File: config.mk
export PLATFORM = sky130hd
export DESIGN_NAME = rf_wb_ctrl
export DESIGN_NICKNAME = d
export VERILOG_FILES = /design/src/rtl/r2rv_pkg.sv /design/src/rtl/wb_scoreboard.sv /design/src/rtl/rf_wb_ctrl.sv
export SDC_FILE = /design/constraint.sdc
export NUM_CORES = 1
export LEC_CHECK = 0
export CORE_ASPECT_RATIO = 1.5
export CORE_UTILIZATION = 40
export CTS_CLUSTER_DIAMETER = 200
export DETAILED_ROUTE_END_ITERATION = 12
export PLACE_DENSITY_LB_ADDON = 0.15
export RECOVER_POWER = 25
export SLEW_MARGIN = 10
export SYNTH_ARGS = -nofsm -noshare
export SYNTH_HDL_FRONTEND = slang
export SYNTH_SLANG_ARGS = --single-unit
File: constraint.sdc
create_clock -name clk -period 2.6 [get_ports clk]
set_input_delay 0.52 -clock clk [delete_from_list [all_inputs] [get_ports clk]]
set_output_delay 0.52 -clock clk [all_outputs]
set_load 0.02 [all_outputs]
File: src/rtl/r2rv_pkg.sv
// Shared register-file geometry and the small types used by the writeback path.
package r2rv_pkg;
    localparam int XLEN   = 32;
    localparam int REG_W  = 5;
    localparam int NREGS  = 32;
    localparam int WAIT_W = 4;
    localparam int CNT_W  = 5;

    typedef logic [REG_W-1:0] regaddr_t;
    typedef logic [XLEN-1:0]  word_t;

    function automatic logic is_x0(input regaddr_t ra);
        return ra == '0;
    endfunction
endpackage

File: src/rtl/wb_scoreboard.sv
// Pending-destination scoreboard and outstanding-op counter for long-latency ops.
module wb_scoreboard
    import r2rv_pkg::*;
#(
    parameter int MAX_OUT = 4
) (
    input  logic     clk,
    input  logic     reset,
    input  logic     iss_valid,
    output logic     iss_ready,
    input  regaddr_t iss_rd,
    input  logic     b_hs,
    input  regaddr_t b_wa,
    input  regaddr_t ra1,
    input  regaddr_t ra2,
    output logic     hz1,
    output logic     hz2,
    output logic     hzw
);
    logic [NREGS-1:0] pending_reg;
    logic [CNT_W-1:0] out_cnt_reg;
    logic [CNT_W-1:0] out_cnt_next;
    logic             iss_hs;

    assign iss_ready = !reset && (out_cnt_reg < CNT_W'(MAX_OUT));
    assign iss_hs    = iss_valid && iss_ready;

    always_comb begin
        out_cnt_next = out_cnt_reg;
        if (iss_hs && !b_hs)
            out_cnt_next = out_cnt_reg + 1'b1;
        else if (!iss_hs && b_hs && out_cnt_reg != '0)
            out_cnt_next = out_cnt_reg - 1'b1;
    end

    always_ff @(posedge clk or posedge reset) begin
        if (reset)
            out_cnt_reg <= '0;
        else
            out_cnt_reg <= out_cnt_next;
    end

    // x0 can never be pending; set beats clear when both hit one register.
    assign pending_reg[0] = 1'b0;

    generate
        for (genvar gi = 1; gi < NREGS; gi++) begin : g_pend
            logic set_bit;
            logic clr_bit;
            assign set_bit = iss_hs && (iss_rd == REG_W'(gi));
            assign clr_bit = b_hs && (b_wa == REG_W'(gi));
            always_ff @(posedge clk or posedge reset) begin
                if (reset)
                    pending_reg[gi] <= 1'b0;
                else if (set_bit)
                    pending_reg[gi] <= 1'b1;
                else if (clr_bit)
                    pending_reg[gi] <= 1'b0;
            end
        end
    endgenerate

    assign hz1 = !reset && pending_reg[ra1];
    assign hz2 = !reset && pending_reg[ra2];
    assign hzw = !reset && pending_reg[iss_rd];

    a_no_underflow: assert property (@(posedge clk) disable iff (reset)
        !(b_hs && out_cnt_reg == '0));
    a_no_waw_issue: assert property (@(posedge clk) disable iff (reset)
        !(iss_hs && hzw));
endmodule

File: src/rtl/rf_wb_ctrl.sv
// Shares the register-file write port between pipeline writeback (A) and a
// long-latency unit (B), with bounded starvation of B, plus hazard scoreboard.
module rf_wb_ctrl
    import r2rv_pkg::*;
#(
    parameter int MAX_WAIT = 4,
    parameter int MAX_OUT  = 4
) (
    input  logic     clk,
    input  logic     reset,
    input  logic     a_valid,
    output logic     a_ready,
    input  regaddr_t a_wa,
    input  word_t    a_wd,
    input  logic     b_valid,
    output logic     b_ready,
    input  regaddr_t b_wa,
    input  word_t    b_wd,
    input  logic     iss_valid,
    output logic     iss_ready,
    input  regaddr_t iss_rd,
    input  regaddr_t ra1,
    input  regaddr_t ra2,
    output logic     hz1,
    output logic     hz2,
    output logic     hzw,
    output logic     we3,
    output regaddr_t wa3,
    output word_t    wd3
);
    logic [WAIT_W-1:0] wait_cnt_reg;
    logic [WAIT_W-1:0] wait_cnt_next;
    logic              force_b;
    logic              grant_a;
    logic              grant_b;
    logic              b_hs;

    // A normally wins; B is forced through once it has waited MAX_WAIT cycles.
    assign force_b = b_valid && (wait_cnt_reg == WAIT_W'(MAX_WAIT));
    assign grant_b = !reset && (force_b || (!a_valid && b_valid));
    assign grant_a = !reset && a_valid && !force_b;
    assign a_ready = grant_a;
    assign b_ready = grant_b;
    assign b_hs    = b_valid && b_ready;

    always_comb begin
        wa3 = '0;
        wd3 = '0;
        if (grant_b) begin
            wa3 = b_wa;
            wd3 = b_wd;
        end else if (grant_a) begin
            wa3 = a_wa;
            wd3 = a_wd;
        end
    end

    assign we3 = (grant_a || grant_b) && !is_x0(wa3);

    always_comb begin
        wait_cnt_next = wait_cnt_reg;
        if (!b_valid || b_hs)
            wait_cnt_next = '0;
        else if (wait_cnt_reg < WAIT_W'(MAX_WAIT))
            wait_cnt_next = wait_cnt_reg + 1'b1;
    end

    always_ff @(posedge clk or posedge reset) begin
        if (reset)
            wait_cnt_reg <= '0;
        else
            wait_cnt_reg <= wait_cnt_next;
    end

    wb_scoreboard #(.MAX_OUT(MAX_OUT)) u_sb (
        .clk       (clk),
        .reset     (reset),
        .iss_valid (iss_valid),
        .iss_ready (iss_ready),
        .iss_rd    (iss_rd),
        .b_hs      (b_hs),
        .b_wa      (b_wa),
        .ra1       (ra1),
        .ra2       (ra2),
        .hz1       (hz1),
        .hz2       (hz2),
        .hzw       (hzw)
    );
endmodule

==> summary.txt <==
CTS
  • Bufs on Longest Clock Path: 2
  • CTS clk-pin slew, worst paths: approximately 0.060 ns
  • Worst skew pair latency: between 0.2 and 0.3 ns
  • TritonCTS clock tree: built
  • Sink Count: 40
  • Root buffer cell: clkbuf_16
  • CTS Buf Count: 5
  • # hold bufs at CTS: 0
  • H-tree depth: 2

Worst setup path
  • Arr. time, crit path: roughly 2.1 ns
  • CP Capture Type: output pin
  • Crit path kind: input port to output pin
  • Worst Reg-to-Reg Cells: 11
  • Required @ worst endpoint: roughly 2.1 ns
  • Worst Setup Start Kind: input port
  • Worst reg2reg setup slack: 0.37 ns
  • R2R Path End: u_sb.out_cnt_reg[4]
  • R2r startpoint: u_sb.out_cnt_reg[2]
  • Critical path peak fanout: 4

STA
  • Tcrit/Tclk final: 99.6%
  • Final count of hold timing violations: 0
  • Fin Clk Skew: approximately 0.007 ns
  • Max Freq: 0.386 GHz
  • Tmin final: 2.59 ns
  • Setup-failing EPs final: 0
  • RSZ-0062 raised after global routing: true
  • Pins Over Slew Limit: 0
  • Slew @ Worst Pin: approximately 0.86 ns
  • Relative slew slack: between 40% and 50%

Cells and area
  • Ant. Diodes: 0
  • Fin cells: between 500 and 600
  • Layout Area Growth over Synthesis: 66.3%
  • Largest register FFs: 31
  • Fill cells: 594
  • Final core occ: between 60% and 70%
  • Commonest non-fill, non-tap cells in the layout: clkdlybuf4s50_1 (84), buf_4 (50), o21ai_0 (48)
  • Fraction of layout cells with a size suffix above 1: a little over 30%
  • Most common cell after layout, fill and taps aside: clkdlybuf4s50_1
  • Nets: 597

Placed design
  • Port Buf Inserts: approximately 140
  • RePlAce Congestion: about 0.94
  • HPWL reported at the end of detailed placement: about 9000 um
  • Placed cell count: between 500 and 600

Min path
  • Hold Crit Class: register to register
  • Hold worst-path end: u_sb.out_cnt_reg[4]
  • Hold path cells: 1
  • Hold_sp: u_sb.out_cnt_reg[4]

Detailed routing
  • 1st-iter DRT viols: about 230
  • DRT Wirelength: ~11000 um
  • Post-DRT Antenna Nets: 0
  • Residual DRC: 0
  • DR vias: roughly 3400
  • Drt via density: approximately 5.7
  • DRT Pass-1 Iters: 4
  • WL per Instance: 19.0 um

Yosys
  • Yosys top cell by area: dfrtp_1
  • Mapped Nets: 420
  • Main flop type after synthesis: dfrtp_1
  • Ys async rst share: 100%
  • Synth Register Bits: 40
  • Top-area cell type share of the netlist area: 31.4%
  • Syn Std Cell Area: roughly 0.0032 mm2
  • Post-synthesis sequential area ratio: between 30% and 40%
  • Top cells by area, synth: dfrtp_1 (31%), mux4_2 (13%), a22o_1 (11%), o21ai_0 (7.7%), mux2i_1 (3.5%)
  • Warnings, synthesis: 0
  • Number of synthesized flops with an enable pin: 0
  • Post-Synthesis Cells: between 300 and 400
  • Unique masters post-synth: between 40 and 50
  • Mapped Avg Cell Area: ~10 um2

Pwr
  • Psw: about 940 uW
  • Pwr Density: between 500 and 600 mW/mm2
  • Max IR drop VDD: slightly above 0.3 mV
  • Clock power frac: a little over a quarter
  • Leakage: between 2 and 2.5 nW
  • Internal: about 2.0 mW
  • Sw Ratio: 31.9%
  • Sequential share of power: about 33%
  • Comb pwr share: between 40 and 50%

Outcome
  • Outcome: finished clean

GRT
  • First-pass GRT wire length: 17900 um
  • Vias in the first global route: 3689
  • Initial antenna violation count: 0
  • Gr usage total: about 28%
  • Largest net degree at the start of global routing: 36
  • Total gr overflow: 0

Floorplanning
  • # IOs: 138
  • Die ar.: between 0.008 and 0.009 mm2
  • DIE HEIGHT: 111 um
  • Die width: about 75 um
  • Core area: 0.00766 mm2
  • Initial Utilization: slightly above 40%
  • Num rows: 39

Run
  • Max-Cap Viols: 0
cells in the mapped netlist (4+ instances only):
cell type,instances
mux2_2,4
nor2b_1,6
nor2_1,11
inv_1,11
o21ai_0,49
mux4_2,18
buf_2,9
nor3_1,7
nand3_1,10
nand2_1,19
buf_4,4
a22o_1,41
mux2i_1,11
nand3b_1,6
nand2b_1,5
xnor2_1,4
clkbuf_1,7
buf_6,4
dfrtp_1,40
a21oi_1,9
ha_1,6
logic make-up (layout without fill, tap and decap cells):
logic type	after synthesis	after routing	synth area share (%)
simple gates	77	77	12.7
compound gates	118	118	25.5
fa+ha+maj	7	7	2.99
flops	40	40	31.4
xor+xnor	5	5	1.37
buf+inv	36	213	6.01
mux	36	36	20.1
area by class of cell:
type / instances / area, um2 / share of cell area (%)
Clock buffer: 5 / 125 / 2.36
Clock inverter: 2 / 60.1 / 1.13
Inverter: 12 / 48.8 / 0.921
Multi-Input combinational cell: 243 / 2100 / 39.7
Sequential cell: 40 / 1000 / 18.9
Tap cell: 102 / 128 / 2.41
Timing Repair Buffer: 194 / 1830 / 34.6
timing repair:
action	CTS	global route
buffers inserted	4	0
endpoints found under the setup margin	44	33
pin swaps	3	8
gates cloned	1	2
gates resized for setup	176	57
per-layer routing:
| layer | part of all wire [%] | GRT usage (%) | vias up | wire length (um) |
|---|---|---|---|---|
| li1 | - | - | 1590 | - |
| met1 | 35 | 30.7 | 1653 | 4000 |
| met2 | 55 | 50.0 | 160 | 6290 |
| met3 | 5.8 | 5.27 | 29 | 661 |
| met4 | 3.8 | 15.1 | 0 | 429 |
| met5 | 0 | 0 | - | 0 |
power groups by stage:
stage	logic (mW)	registers, mW	clock network (mW)
6_report	1.20	0.971	0.779
5_1_grt	1.32	0.987	0.814
4_1_cts	1.16	0.956	0.790
3_5_place_dp	1.18	0.967	0
3_3_place_gp	1.15	0.959	0
2_1_floorplan	0.724	0.891	0
critical path, stage by stage:
cell and delay (ns):
clkdlybuf4s15_2 0.22, bufbuf_16 0.27, mux4_2 0.34, mux2i_1 0.07
a211o_1 0.31, o31ai_2 0.17, buf_4 0.17
how the worst max path moves through the flow:
stage | from | end | slack (ns) | depth (start not counted)
3_3_place_gp | iss_rd[1] | hzw | -0.73 | 7
6_report | ra1[0] | hz1 | 0.01 | 7
3_5_place_dp | iss_rd[1] | hzw | -0.74 | 7
4_1_cts | ra1[1] | hz1 | 0.001 | 7
5_1_grt | wait_cnt_reg[1] | we3 | -0.12 | 10
2_1_floorplan | reset | u_sb.out_cnt_reg[4] | -0.03 | 11
through the flow:
step                      hold WS [ns]  setup slack, ns  area (um2)  power, mW  TNS (ns)
after floorplan                  0.469          -0.0329        3260       1.61   -0.0329
after global placement           0.493           -0.732        5050       2.11    -16.33
after detailed placement         0.512           -0.739        5050       2.15    -17.82
after CTS                        0.523          0.00123        5160       2.91         0
after global routing             0.575           -0.119        5300       3.13    -0.265
final                            0.529           0.0105        5300       2.95         0
Note: power is estimated with default switching activity, not from simulation.
